$ cat config.mk
export PLATFORM = sky130hd
export DESIGN_NAME = tlbread_line_split
export DESIGN_NICKNAME = d
export VERILOG_FILES = /design/src/rtl/memory_pkg.sv /design/src/rtl/read_byte_merge.sv /design/src/rtl/tlbread_line_split.sv
export SDC_FILE = /design/constraint.sdc
export NUM_CORES = 1
export LEC_CHECK = 0
export ABC_CLOCK_PERIOD_IN_PS = 4300
export CAP_MARGIN = 20
export CORE_ASPECT_RATIO = 1.25
export CORE_MARGIN = 2
export CORE_UTILIZATION = 25
export DETAILED_ROUTE_END_ITERATION = 16
export DONT_BUFFER_PORTS = 1
export SYNTH_ARGS = -nofsm -noshare
export SYNTH_HDL_FRONTEND = slang
export SYNTH_SLANG_ARGS = --single-unit
$ cat constraint.sdc
create_clock -name clk -period 4.3 [get_ports clk]
set_input_delay 0.86 -clock clk [delete_from_list [all_inputs] [get_ports clk]]
set_output_delay 0.86 -clock clk [all_outputs]
set_load 0.02 [all_outputs]
$ cat src/rtl/memory_pkg.sv
// Shared definitions for the read-side line splitter: FSM encoding, line size
// and a byte-lane mask helper.
package memory_pkg;

   localparam int LINE_BYTES = 16;

   typedef enum logic [1:0] {
      ST_IDLE   = 2'd0,
      ST_FIRST  = 2'd1,
      ST_SECOND = 2'd2,
      ST_DONE   = 2'd3
   } rd_state_e;

   // Mask covering the lowest nbytes byte lanes of a 64-bit word (nbytes 0..8).
   function automatic logic [63:0] byte_mask(input logic [3:0] nbytes);
      logic [63:0] m;
      m = '0;
      for (int i = 0; i < 8; i++) begin
         if (i < int'(nbytes)) m[8*i +: 8] = 8'hFF;
      end
      return m;
   endfunction

endpackage

$ cat src/rtl/read_byte_merge.sv
// Combinational byte-lane merge of two line parts into one little-endian word.
// Shared with the write-side splitter.
module read_byte_merge
   import memory_pkg::*;
(
   input  logic [63:0] buf_i,
   input  logic [63:0] part2_i,
   input  logic [3:0]  len1_i,
   input  logic [3:0]  len2_i,
   output logic [63:0] merged_o
);

   logic [63:0] part2_masked;
   logic [6:0]  shift_bits;

   always_comb begin
      part2_masked = part2_i & byte_mask(len2_i);
      shift_bits   = {len1_i, 3'b000};
      merged_o     = (buf_i & byte_mask(len1_i)) | (part2_masked << shift_bits);
   end

endmodule

$ cat src/rtl/tlbread_line_split.sv
// Splits a read into at most two 16-byte-line accesses and merges the result.
// Line splitting is built only when TLBREAD_LINE_SPLIT_EN is defined.
//
// state  | meaning
// IDLE   | waiting for a request; clears abort
// FIRST  | first (or only) part outstanding downstream
// SECOND | second part, starting at the next line, outstanding
// DONE   | completion pulse cycle; request input ignored
module tlbread_line_split
   import memory_pkg::*;
(
   input  logic        clk,
   input  logic        rst_n,
   input  logic        rd_reset,
   input  logic        tlbread_do,
   input  logic [1:0]  tlbread_cpl,
   input  logic        tlbread_lock,
   input  logic        tlbread_rmw,
   input  logic [31:0] tlbread_address,
   input  logic [3:0]  tlbread_length,
   output logic        tlbread_done,
   output logic        tlbread_page_fault,
   output logic        tlbread_ac_fault,
   output logic        tlbread_retry,
   output logic [63:0] tlbread_data,
   output logic        dcread_do,
   output logic [1:0]  dcread_cpl,
   output logic        dcread_lock,
   output logic        dcread_rmw,
   output logic [31:0] dcread_address,
   output logic [3:0]  dcread_length,
   output logic [3:0]  dcread_length_full,
   input  logic        dcread_done,
   input  logic        dcread_page_fault,
   input  logic        dcread_ac_fault,
   input  logic        dcread_retry,
   input  logic [63:0] dcread_data
);

   rd_state_e   state_q;
   logic        abort_q, done_q, pf_q, ac_q, retry_q, dc_do_q, lock_q, rmw_q;
   logic [1:0]  cpl_q;
   logic [31:0] dc_addr_q;
   logic [3:0]  dc_len_q, full_q;
   logic [63:0] data_q;
   logic [3:0]  len1_c;

`ifdef TLBREAD_LINE_SPLIT_EN
   logic [4:0]  left_c;
   logic [3:0]  len2_c, len1_q, len2_q;
   logic [31:0] addr2_c, addr2_q;
   logic [63:0] buf_q, merged_c;

   assign left_c  = 5'(LINE_BYTES) - {1'b0, tlbread_address[3:0]};
   assign len1_c  = ({1'b0, tlbread_length} < left_c) ? tlbread_length : left_c[3:0];
   assign len2_c  = tlbread_length - len1_c;
   assign addr2_c = {tlbread_address[31:4], 4'd0} + 32'(LINE_BYTES);

   read_byte_merge u_merge (
      .buf_i    (buf_q),
      .part2_i  (dcread_data),
      .len1_i   (len1_q),
      .len2_i   (len2_q),
      .merged_o (merged_c)
   );
`else
   assign len1_c = tlbread_length;
`endif

   logic ev_fault, ev_any, abort_now;
   assign ev_fault  = dcread_page_fault | dcread_ac_fault;
   assign ev_any    = ev_fault | dcread_retry | dcread_done;
   assign abort_now = abort_q | rd_reset;

   always_ff @(posedge clk or negedge rst_n) begin
      if (!rst_n) begin
         state_q   <= ST_IDLE;
         abort_q   <= 1'b0;
         done_q    <= 1'b0;
         pf_q      <= 1'b0;
         ac_q      <= 1'b0;
         retry_q   <= 1'b0;
         dc_do_q   <= 1'b0;
         lock_q    <= 1'b0;
         rmw_q     <= 1'b0;
         cpl_q     <= 2'd0;
         dc_addr_q <= 32'd0;
         dc_len_q  <= 4'd0;
         full_q    <= 4'd0;
         data_q    <= 64'd0;
`ifdef TLBREAD_LINE_SPLIT_EN
         len1_q    <= 4'd0;
         len2_q    <= 4'd0;
         addr2_q   <= 32'd0;
         buf_q     <= 64'd0;
`endif
      end else begin
         case (state_q)
            ST_IDLE: begin
               abort_q <= 1'b0;
               if (tlbread_do && !rd_reset) begin
                  state_q   <= ST_FIRST;
                  dc_do_q   <= 1'b1;
                  dc_addr_q <= tlbread_address;
                  dc_len_q  <= len1_c;
                  full_q    <= tlbread_length;
                  cpl_q     <= tlbread_cpl;
                  lock_q    <= tlbread_lock;
                  rmw_q     <= tlbread_rmw;
`ifdef TLBREAD_LINE_SPLIT_EN
                  len1_q    <= len1_c;
                  len2_q    <= len2_c;
                  addr2_q   <= addr2_c;
`endif
               end
            end
            ST_FIRST, ST_SECOND: begin
               if (rd_reset) abort_q <= 1'b1;
               if (ev_any) begin
                  // An aborted request finishes its outstanding part silently.
                  dc_do_q <= 1'b0;
                  state_q <= abort_now ? ST_IDLE : ST_DONE;
                  if (ev_fault) begin
                     pf_q <= !abort_now && dcread_page_fault;
                     ac_q <= !abort_now && dcread_ac_fault;
                  end else if (dcread_retry) begin
                     retry_q <= !abort_now;
                  end else if (!abort_now) begin
`ifdef TLBREAD_LINE_SPLIT_EN
                     if (state_q == ST_FIRST && len2_q != 4'd0) begin
                        buf_q     <= dcread_data;
                        state_q   <= ST_SECOND;
                        dc_do_q   <= 1'b1;
                        dc_addr_q <= addr2_q;
                        dc_len_q  <= len2_q;
                     end else begin
                        done_q <= 1'b1;
                        data_q <= (state_q == ST_FIRST) ?
                                  (dcread_data & byte_mask(dc_len_q)) : merged_c;
                     end
`else
                     done_q <= 1'b1;
                     data_q <= dcread_data & byte_mask(dc_len_q);
`endif
                  end
               end
            end
            ST_DONE: begin
               done_q  <= 1'b0;
               pf_q    <= 1'b0;
               ac_q    <= 1'b0;
               retry_q <= 1'b0;
               state_q <= ST_IDLE;
            end
            default: state_q <= ST_IDLE;
         endcase
      end
   end

   assign tlbread_done       = done_q;
   assign tlbread_page_fault = pf_q;
   assign tlbread_ac_fault   = ac_q;
   assign tlbread_retry      = retry_q;
   assign tlbread_data       = data_q;
   assign dcread_do          = dc_do_q;
   assign dcread_cpl         = cpl_q;
   assign dcread_lock        = lock_q;
   assign dcread_rmw         = rmw_q;
   assign dcread_address     = dc_addr_q;
   assign dcread_length      = dc_len_q;
   assign dcread_length_full = full_q;

endmodule

Word-level counts from Yosys, hierarchy flattened
Index checks and enable logic that the tools add are counted.
{ "op_classes": {"n_mux": 72, "reduce_logical": 17, "bitwise_logic": 8, "eq_ne": 11, "n_lt_le_gt_ge": 8} }
{ "op_table": {"columns": ["operator", "count"], "rows": [
  ["2-to-1 mux 8 bit", 48],
  ["bitwise AND 64 bit", 1],
  ["less-than comparator 3 x 4 -> 1 bit, first input constant", 4],
  ["!= test 2 bit, second input constant", 8],
  ["2-to-1 mux 1 bit", 14],
  ["one-hot mux 1 bit (2 select lines)", 6],
  ["AND reduction 5 bit", 2],
  ["less-than comparator 1 x 4 -> 1 bit, first input constant", 2],
  ["less-than comparator 2 x 4 -> 1 bit, first input constant", 2],
  ["2-to-1 mux 2 bit", 3],
  ["one-hot mux 2 bit (3 select lines)", 1],
  ["AND reduction 2 bit", 3],
  ["AND reduction 3 bit", 2],
  ["== test 2 bit, second input constant", 2],
  ["OR 1 bit", 4],
  ["AND reduction 4 bit", 1],
  ["nonzero test 2 bit", 2],
  ["logical AND 1 bit", 3],
  ["NOT 1 bit", 3],
  ["== test 2 x 1 -> 1 bit, second input constant", 1],
  ["zero test 1 bit", 2],
  ["zero test 2 bit", 1],
  ["OR reduction 2 bit", 1]
]} }
{ "word_totals": {"output_inout_bits": 113, "reg_bits": 112, "inputBits": 112, "word_cells": 129} }

Depth between registers and ports, before layout
Gate-level depths: netlist of the first run.
{ "depth": {"ltp_word": 8, "ltp_mapped": 7} }

Least setup slack after synthesis of the first run
Ideal clock, no wire load.
{ "synth_timing": {"kind": "input to register", "from": "input rd_reset", "to": "register data_q[32], in the netlist tlbread_data[32]", "cell_stages": 6, "setup_ns": 0.121, "required_ns": 4.179, "n_path_buf": 3, "path_slack_ns": 2.011, "t_arrival_ns": 2.168, "cell_sequence": "or3b_2 > buf_6 > or2_1 > buf_6 > buf_8 > a22o_1"} }
{ "synth_via": {"elab_chain_cells": 3} }
{ "synth_rtl": {"columns": ["element", "line_no", "source"], "rows": [
  ["from (decl)", "tlbread_line_split.sv:14", "input logic rd_reset,"],
  ["OR 1 bit", "tlbread_line_split.sv:73", "assign abort_now = abort_q | rd_reset;"],
  ["NOT 1 bit (no line)", null, null],
  ["AND reduction 5 bit (no line)", null, null],
  ["to (signal assigned)", "tlbread_line_split.sv:143", "data_q <= dcread_data & byte_mask(dc_len_q);"],
  ["to (decl)", "tlbread_line_split.sv:45", "logic [63:0] data_q;"]
]} }
No other way between the ends.
A chain may end at the register's enable or synchronous reset.

Worst setup path after layout of the first run
{ "layout_timing": {"from": "register state_q[1]", "to": "register data_q[2], in the netlist tlbread_data[2]"} }
{ "layout_via": {"elab_chain_cells": 3, "word_cells_on_any_way": 4} }
{ "layout_rtl": {"columns": ["element", "line_no", "source"], "rows": [
  ["from (decl)", "tlbread_line_split.sv:40", "rd_state_e state_q;"],
  ["from (signal assigned)", "tlbread_line_split.sv:122", "state_q <= abort_now ? ST_IDLE : ST_DONE;"],
  ["== test 2 x 1 -> 1 bit / == test 2 bit (equally long branches)", "tlbread_line_split.sv:98", "case (state_q)"],
  ["OR reduction 2 bit (*)", "tlbread_line_split.sv:98", null],
  ["AND reduction 5 bit (no line) (*)", null, null]
]} }
Every way passes the cells marked *; elsewhere a longest branch is shown, timed or not.

==> metrics.md, run 1 <==
| Metric | Value |
|---|---|
| Met2 GRT Util | 19.9% |
| CP cell instances | inv_1 -> ha_1 -> or4b_4 -> or2_2 -> a22o_2 |
| Drt first-iter violations | 136 |
| Startpoint types | flip-flop |
| RSZ-0062 raised after global routing | no |
| Slowest cell delay on critical path | just under 0.8 ns |
| Core area | around 18000 µm² |
| Critical Path AT | roughly 3.2 ns |
| TritonCTS clock tree | done |
| Setup crit end kind | flip-flop |
| Clk buf depth | 2 |
| Final count of negative-setup-slack endpoints | 0 |
| Post-synth EDFFs | 0 |
| Initial antenna violation count | 1 |
| Sum Neg Setup Slack | 0 ns |
| Register area | 2800 µm² |
| Vias in the first global route | 3166 |
| Final nets | 471 |
| Global-route wire length before repair | between 15 and 20 mm |
| Run status | complete, no violations |
| Post-CTS setup buffer count | 0 |
| # fillers | around 1900 |
| CTS Buf Count | 9 |
| Seq/Total Area, Yosys | roughly 61% |
| Cell Rows | between 50 and 60 |
| Post-synthesis net count | a little under 500 |
| CP Max Fanout | 64 |
| Per-cell routed wire length | 19.2 µm |
| Max cap viols | 0 |
| Post-synthesis async set-or-reset flop share | 100% |
| R2r setup slk | 1.33 ns |
| CP Buf/Inv Count | 1 |
| Fmax | 337 MHz |
| GRT Total Usage | a little under an eighth |
| Final Cell Area | 4970 µm² |
| # H-tree levels | 3 |
| Synth Flop Type | dfrtp_1 |
| Die area | 19500 µm² |
| Post-DRT Antenna Nets | 0 |
| Via/cell ratio | 5.04 |
| CP Launch Point | state_q[1]$_DFFE_PN0P_ |
| Skew-Pair Late Insertion Delay | 0.35 ns |
| Reg clk slew, reported paths | 0.07 ns |
| Drt first pass iters | 4 |
| Final Cycle Share | ~69% |
| Post-Synthesis Cells | 371 |
| Routability cong. | between 0.7 and 0.8 |
| Worst hold path type | input port to asynchronous set/reset pin |
| Final Hold Fails | 0 |
| Gr ovfl total | 0 |
| P per Cell Area | 807 nW/µm² |
| Max transition margin | 27.7% |
| Multi-input gate area | 1580 µm² |
| Met1 usage | 11.4% |
| Setup Skew | slightly below 0.01 ns |
| Critical path class | flip-flop to flip-flop |
| Cell area after synthesis | 4600 µm² |
| Via count | 2972 |
| Worst path top cell family by delay | simple AND/OR/NAND/NOR gates |
| Die height | roughly 160 µm |
| Placed inst area | 4700 µm² |
| Area growth, synth to finish | 8.08% |
| VDD IR max | 278 µV |
| Die Span X | 125 µm |
| DRC Markers | 0 |
| YS warnings | 0 |
| Seq cells post-synth | roughly 110 |
| Tmin final | 2.97 ns |
| Total I/O pin count | 225 |
| I/O Buffers | 0 |
| Largest net degree at the start of global routing | 113 |
| Sink Count | 112 |
| Hpwl dp | 7.98 mm |
| Reg-to-Reg Start | state_q[1]$_DFFE_PN0P_ |
| Yosys cell types | 36 |
| Leakage | between 0.002 and 0.0025 µW |
| Syn avg cell area | 12.4 µm² |
| Initial core utilization | about 25% |
| Layout cells sized above 1 | between 10% and 20% |
| Worst reg-to-reg path cell count | 5 |
| Data required, critical path | 4.54 ns |
| Reg-to-Reg End | tlbread_data[2]$_DFFE_PN0P_ |
| PostCTS Resize Cnt | 0 |
| Worst Max-Slew Pin Slew | between 1 and 1.5 ns |
| # hold bufs at CTS | 0 |
| Busiest grt layer | met2 |
| Slowest-stage cell, CP | or4b_4 |
| Routed WL | between 10 and 15 mm |
| Root buffer selected by CTS | clkbuf_16 |
| Met3 Usage GRT | 5.21% |
| Final number of max-transition violations | 0 |
==> power by group <==
part	switching [µW]	internal [µW]	leakage [µW]
Combinational	413	405	0.000578
Sequential	926	1500	0.00144
Clock	373	393	0.000130
Total	1710	2300	0.00215
==> worst max-delay path by stage <==
stage,end,slack [ns],depth (start not counted)
after floorplan,tlbread_data[32]$_DFFE_PN0P_,2.01,6
after global placement,tlbread_data[2]$_DFFE_PN0P_,1.26,3
after detailed placement,tlbread_data[25]$_DFFE_PN0P_,1.17,3
after CTS,tlbread_data[1]$_DFFE_PN0P_,1.33,5
after global routing,tlbread_data[1]$_DFFE_PN0P_,1.17,5
final,tlbread_data[2]$_DFFE_PN0P_,1.33,5
==> area by class of cell <==
| cell class | count | area share, % |
|---|---|---|
| antenna | 1 | 0.0503 |
| clock buffer | 11 | 4.68 |
| clock inverter | 5 | 0.629 |
| inverter | 5 | 0.378 |
| multi-input combinational | 226 | 31.8 |
| sequential | 112 | 56.4 |
| tap | 228 | 5.74 |
| timing repair buffer | 2 | 0.302 |
==> cells in the final DEF (no fill, tap or decap), types with 2 or more instances in the layout <==
master     netlist  layout
o21ai_0         89      89
nand2_1         27      27
mux2_2          40      40
a22o_2           4       4
clkbuf_16        0       9
clkbuf_1        11       2
nor3_4           2       2
a21oi_1          2       2
a22oi_1          4       4
mux2i_1          2       2
nand2b_1        10      10
o21bai_1         2       2
nor3b_1          3       3
ha_1             3       3
a22o_1          20      20
o21ai_1          3       3
clkinv_2         0       3
inv_1            5       5
buf_4            4       2
dfrtp_1        112     112
==> synth_stat cells (4+ instances only) <==
cell type,instances,area share [%]
mux2_2,40,9.8
a22o_1,20,3.8
nand2b_1,10,1.4
nand2_1,27,2.2
clkbuf_1,11,0.90
buf_4,4,0.65
inv_1,5,0.41
buf_6,7,1.7
a22oi_1,4,0.65
dfrtp_1,112,61
buf_1,4,0.33
o21ai_0,89,9.7
a22o_2,4,0.87
==> flip-flops by register name (all words and copies together), names as in the netlist <==
| name | count |
|---|---|
| dcread_rmw | 1 |
| tlbread_ac_fault | 1 |
| dcread_do | 1 |
| tlbread_done | 1 |
| state_q | 2 |
| dcread_address | 32 |
| tlbread_data | 64 |
| dcread_cpl | 2 |
| tlbread_retry | 1 |
| dcread_length_full | 4 |
| abort_q | 1 |
| tlbread_page_fault | 1 |
| dcread_lock | 1 |
==> layer usage <==
metal / up-vias / wire length (µm)
li1: 1286 / -
met1: 1496 / 3950
met2: 172 / 6030
met3: 18 / 1120
met4: 0 / 255
met5: - / 0
==> stage by stage <==
step	worst slack, ns	cells	util (%)	total power [µW]	hold slack (ns)
3_5_place_dp	1.17	573	26.0	3280	0.497
6_report	1.33	590	27.5	4010	0.199
4_1_cts	1.33	589	27.5	4070	0.181
5_1_grt	1.17	590	27.5	4270	0.174
2_1_floorplan	2.01	371	-	3030	0.522
3_3_place_gp	1.26	573	26.0	3220	0.489
==> logic make-up after synthesis <==
group | after synthesis | synth area share (%)
AOI/OAI and AO/OA | 131 | 17.4
adders and majority gates | 3 | 0.816
buffers and inverters | 33 | 4.65
DFF | 112 | 60.9
muxes | 42 | 10.2
and+or+nand+nor | 50 | 6.01
(Power assumes the default switching activity.)
==> run 2, diff against run 1 <==
--- a/config.mk
+++ b/config.mk
@@ -5,7 +5,7 @@
 export SDC_FILE = /design/constraint.sdc
 export NUM_CORES = 1
 export LEC_CHECK = 0
-export ABC_CLOCK_PERIOD_IN_PS = 4300
+export ABC_CLOCK_PERIOD_IN_PS = 2500
 export CAP_MARGIN = 20
 export CORE_ASPECT_RATIO = 1.25
 export CORE_MARGIN = 2
==> constraint.sdc (replaced) <==
create_clock -name clk -period 2.5 [get_ports clk]
set_input_delay 0.5 -clock clk [delete_from_list [all_inputs] [get_ports clk]]
set_output_delay 0.5 -clock clk [all_outputs]
set_load 0.02 [all_outputs]
==> run 2 against run 1 <==
Effect of this change: sequential share of layout area shrank 1.2 points; the run now ends with hold timing left; critical path depth is 1 higher; via count decreased by 0.13%.
==> metrics.md, run 2 (synthesis results as in run 1) <==
| Metric | Value |
|---|---|
| Final nets | 479 |
| Failing checks | hold timing |
| Final number of max-transition violations | 0 |
| Data required, critical path | 2.78 ns |
| Routed WL | roughly 12 mm |
| Most frequent cells in the layout | 112 x dfrtp_1, 89 x o21ai_0, 40 x mux2_2 |
| Fmax | 445 MHz |
| Die height | 156 µm |
| Largest net degree at the start of global routing | 113 |
| Final Cell Area | 5080 µm² |
| Layout cells sized above 1 | 20.6% |
| DR WL met2 | 5.96 mm |
| Gr ovfl total | 0 |
| Worst path top cell family by delay | simple AND/OR/NAND/NOR gates |
| Initial antenna violation count | 1 |
| Slowest-stage cell, CP | nor3_4 |
| Total I/O pin count | 225 |
| P per Cell Area | between 1000 and 1500 nW/µm² |
| CP Launch Point | state_q[0]$_DFFE_PN0P_ |
| Worst hold path type | input port to asynchronous set/reset pin |
| Post-DRT Antenna Nets | 0 |
| Max reg flops | 64 |
| Reg-to-Reg Start | state_q[0]$_DFFE_PN0P_ |
| Post-CTS setup buffer count | 0 |
| Drt first pass iters | 4 |
| CP Max Fanout | 48 |
| CP Buf/Inv Count | 2 |
| Die Span X | 125 µm |
| Final Hold Fails | 112 |
| Area growth, synth to finish | 10.5% |
| Drt first-iter violations | 124 |
| CTS Buf Count | 9 |
| Setup crit end kind | flip-flop |
| Final count of negative-setup-slack endpoints | 0 |
| CP cell instances | inv_1 -> ha_1 -> or4b_4 -> buf_4 -> nor3_4 -> a22o_2 |
| Run status | complete, but fails checks |
| Sink Count | between 100 and 150 |
| Critical path class | flip-flop to flip-flop |
| Initial core utilization | between 20% and 30% |
| Via count | 2968 |
| Core area | roughly 18000 µm² |
| Skew-Pair Late Insertion Delay | 0.35 ns |
| Slowest cell delay on critical path | 0.48 ns |
| Max transition margin | 50.5% |
| Metal3 WL | 1.14 mm |
| Hpwl dp | 8.31 mm |
| Clk buf depth | 2 |
| Per-cell routed wire length | 19.3 µm |
| Most common cell after layout, fill and taps aside | dfrtp_1 |
| Global-route wire length before repair | 17.7 mm |
| Util after Layout | 28.1% |
| DRC Markers | 0 |
| Die area | 19500 µm² |
| Reg-to-Reg End | tlbread_data[0]$_DFFE_PN0P_ |
| VDD IR max | 384 µV |
| Cell Rows | 55 |
| PostCTS Resize Cnt | 0 |
| Startpoint types | flip-flop |
| Routability cong. | about 0.8 |
| Final Cycle Share | approximately 90% |
| I/O Buffers | 0 |
| Leakage | 0.00220 µW |
| Top Metal Used | met4 |
| # H-tree levels | 3 |
| Via/cell ratio | 4.96 |
| Critical Path AT | 2.53 ns |
| WL met1 | about 4.0 mm |
| Max cap viols | 0 |
| Setup Skew | approximately 0.014 ns |
| Worst reg-to-reg path cell count | 6 |
| Tmin final | 2.25 ns |
| R2r setup slk | 0.25 ns |
| GRT Total Usage | 11.6% |
| Final hold slack | -0.161 ns |
| Root buffer selected by CTS | clkbuf_16 |
| Placed inst area | 4780 µm² |
| TritonCTS clock tree | done |
| Sum Neg Setup Slack | 0 ns |
| RSZ-0062 raised after global routing | no |
| Reg clk slew, reported paths | 0.08 ns |
| Vias in the first global route | 3265 |
| Worst Max-Slew Pin Slew | between 0.7 and 0.8 ns |
run 2: cell count changes in the layout (fill, tap and decap cells not counted):
cell / before / now
inv_6: 1 / 2
clkinv_2: 3 / 0
buf_4: 2 / 9
bufinv_16: 0 / 1
clkinvlp_4: 1 / 3
buf_12: 0 / 1
clkbuf_1: 2 / 0
clkinv_4: 0 / 1
run 2: per-stage QoR:
stage	std cells	worst slack (ns)	power (µW)
4_1_cts	597	0.234	7240
6_report	598	0.253	7140
5_1_grt	597	0.163	7580
3_5_place_dp	581	0.253	5730
2_1_floorplan	371	0.414	5210
3_3_place_gp	581	0.333	5630
run 2: worst max path at each step:
stage                                              end  slack (ns)  depth (start not counted)
after floorplan           tlbread_data[32]$_DFFE_PN0P_        0.41                          7
after global placement     tlbread_data[2]$_DFFE_PN0P_        0.33                          6
after detailed placement      tlbread_done$_DFFE_PN0P_        0.25                          6
after CTS                     tlbread_done$_DFFE_PN0P_        0.23                          6
after global routing       tlbread_data[3]$_DFFE_PN0P_        0.16                          6
final                      tlbread_data[0]$_DFFE_PN0P_        0.25                          6
run 2: area by class of cell:
class | count | area (µm²)
Inverter | 5 | 18.8
Clock buffer | 9 | 225
Tap cell | 228 | 285
Fill cell | 1818 | 13000
Multi-Input combinational cell | 226 | 1580
Timing Repair Buffer | 10 | 87.6
Sequential cell | 112 | 2800
Antenna cell | 1 | 2.50
Clock inverter | 7 | 78.8
run 2: metal layers:
metal	track usage (%)	vias to the layer above
met1	11.8	1458
met4	6.24	0
met2	19.8	173
met3	5.45	30
li1	-	1307
met5	0	-
run 2: power breakdown:
part,switching (µW),leakage [µW],internal (µW)
combinational,785,0.000620,745
clock,680,0.000139,787
sequential,1560,0.00144,2580
total,3030,0.00220,4110
==> run 3, diff against run 2 <==
--- a/config.mk
+++ b/config.mk
@@ -12,6 +12,7 @@
 export CORE_UTILIZATION = 25
 export DETAILED_ROUTE_END_ITERATION = 16
 export DONT_BUFFER_PORTS = 1
+export PLACE_DENSITY_LB_ADDON = 0.05
 export SYNTH_ARGS = -nofsm -noshare
 export SYNTH_HDL_FRONTEND = slang
 export SYNTH_SLANG_ARGS = --single-unit
==> run 3 against run 2 <==
Effect of this change: the run still ends with hold timing left; largest power group unchanged; flip-flop and latch count did not move; combinational power barely moved; global-route usage rose by 1.4 points; utilization barely moved; sequential share of layout area barely moved.
==> metrics.md, run 3 (synthesis results as in run 1) <==
| Metric | Value |
|---|---|
| Run status | complete, but fails checks |
| Failing checks | hold timing |
| Core area | between 15000 and 20000 µm² |
| Die area | 19500 µm² |
| Setup crit end kind | flip-flop |
| Cell Rows | 55 |
| Sink Count | 112 |
| Fmax | 454 MHz |
| Largest net degree at the start of global routing | 113 |
| I/O Buffers | 0 |
| Critical path class | flip-flop to flip-flop |
| TritonCTS clock tree | done |
| Layout cells sized above 1 | 20.6% |
| Root buffer selected by CTS | clkbuf_16 |
| RSZ-0062 raised after global routing | no |
| P per Cell Area | around 1400 nW/µm² |
| Clk buf depth | 2 |
| # fillers | 1877 |
| DRC Markers | 0 |
| Post-CTS setup buffer count | 0 |
| Vias in the first global route | between 3000 and 4000 |
| Global-route wire length before repair | approximately 20 mm |
| Startpoint types | flip-flop |
| Final count of negative-setup-slack endpoints | 0 |
| Setup Skew | 0.00744 ns |
| Data required, critical path | 2.74 ns |
| Routed WL | 12.6 mm |
| Final Cell Area | 5080 µm² |
| Routability cong. | 0.734 |
| Fin worst setup slack | 0.299 ns |
| Post-DRT Antenna Nets | 0 |
| CP Max Fanout | 48 |
| Most frequent cells in the layout | 112 x dfrtp_1, 89 x o21ai_0, 40 x mux2_2 |
| Tmin final | 2.20 ns |
| VDD IR max | 422 µV |
| Die height | 156 µm |
| Gr ovfl total | 0 |
| Final nets | roughly 480 |
| Reg clk slew, reported paths | 0.08 ns |
| Skew-Pair Late Insertion Delay | around 0.35 ns |
| Drt first-iter violations | 182 |
| Die Span X | 125 µm |
| # H-tree levels | 3 |
| Initial core utilization | 25.4% |
| Per-cell routed wire length | between 20 and 25 µm |
| Via/cell ratio | 4.94 |
| PostCTS Resize Cnt | 0 |
| Critical Path AT | 2.44 ns |
| Leakage | about 0.0022 µW |
| Final hold slack | -0.161 ns |
| Total I/O pin count | 225 |
| Hpwl dp | 8.59 mm |
| Worst hold path type | input port to asynchronous set/reset pin |
| Worst Max-Slew Pin Slew | 0.607 ns |
| Most common cell after layout, fill and taps aside | dfrtp_1 |
| CTS Buf Count | 9 |
| GRT Total Usage | roughly 13% |
| Placed inst area | 4780 µm² |
| Pre-CTS setup slack | 0.282 ns |
| Initial antenna violation count | 1 |
| Max transition margin | 59.5% |
| Max cap viols | 0 |
| Drt first pass iters | 4 |
| Via count | 2956 |
| Final Hold Fails | 112 |
| Final number of max-transition violations | 0 |
| Sum Neg Setup Slack | 0 ns |
| Final Cycle Share | 88.0% |
| Area growth, synth to finish | 10.5% |
| Max reg flops | 64 |
-- run 3: cell types whose count changed in the layout (fill, tap and decap cells not counted) --
cell / change
bufinv_16: -1
clkbuf_8: +3
clkinv_4: +1
clkinvlp_4: -2
inv_6: -2
inv_8: +1
-- run 3: where the power goes --
part           switching, µW  internal, µW
sequential              1550          2580
combinational            790           748
clock                    700           771
-- run 3: path summary, 6_finish.rpt --
kind / start / end / slack, ns / cells past startpoint
max in group asynchronous: rst_n / tlbread_data[2]$_DFFE_PN0P_ / 2.51 / 0
min: rst_n / tlbread_data[21]$_DFFE_PN0P_ / -0.16 / 0
min in group clk: dcread_data[54] / tlbread_data[54]$_DFFE_PN0P_ / 0.27 / 1
max: state_q[0]$_DFFE_PN0P_ / tlbread_done$_DFFE_PN0P_ / 0.30 / 6
min reg2reg: dcread_length_full[1]$_DFFE_PN0P_ / dcread_length_full[1]$_DFFE_PN0P_ / 0.54 / 1
max reg2reg: state_q[0]$_DFFE_PN0P_ / tlbread_done$_DFFE_PN0P_ / 0.30 / 6
-- run 3: final cells by class --
class	instances	area (µm²)	share of cell area, %
Clock inverter	4	36.3	0.714
Sequential cell	112	2800	55.1
Antenna cell	1	2.50	0.0492
Clock buffer	12	267	5.24
Tap cell	228	285	5.61
Timing Repair Buffer	10	87.6	1.72
Multi-Input combinational cell	226	1580	31.1
Inverter	5	18.8	0.369
-- run 3: critical path: stages, from the launching register on --
cell and delay [ns]:
dfrtp_1 0.35, inv_1 0.07, ha_1 0.29, or4b_4 0.46
buf_4 0.29, or3_1 0.36, a32o_1 0.26
-- run 3: metal layers --
metal	vias up	global-route usage [%]	wire [µm]
li1	1302	-	-
met1	1465	15.7	4980
met2	173	20.1	5980
met3	16	5.21	1300
met4	0	6.08	324
met5	-	0	0
-- run 3: stage by stage --
stage               cells  utilization [%]  power [µW]
finish                598             28.1        7140
global placement      581             26.4        5730
detailed placement    581             26.4        5750
CTS                   597             28.1        7270
global route          597             28.1        7610
floorplan             371                -        5210
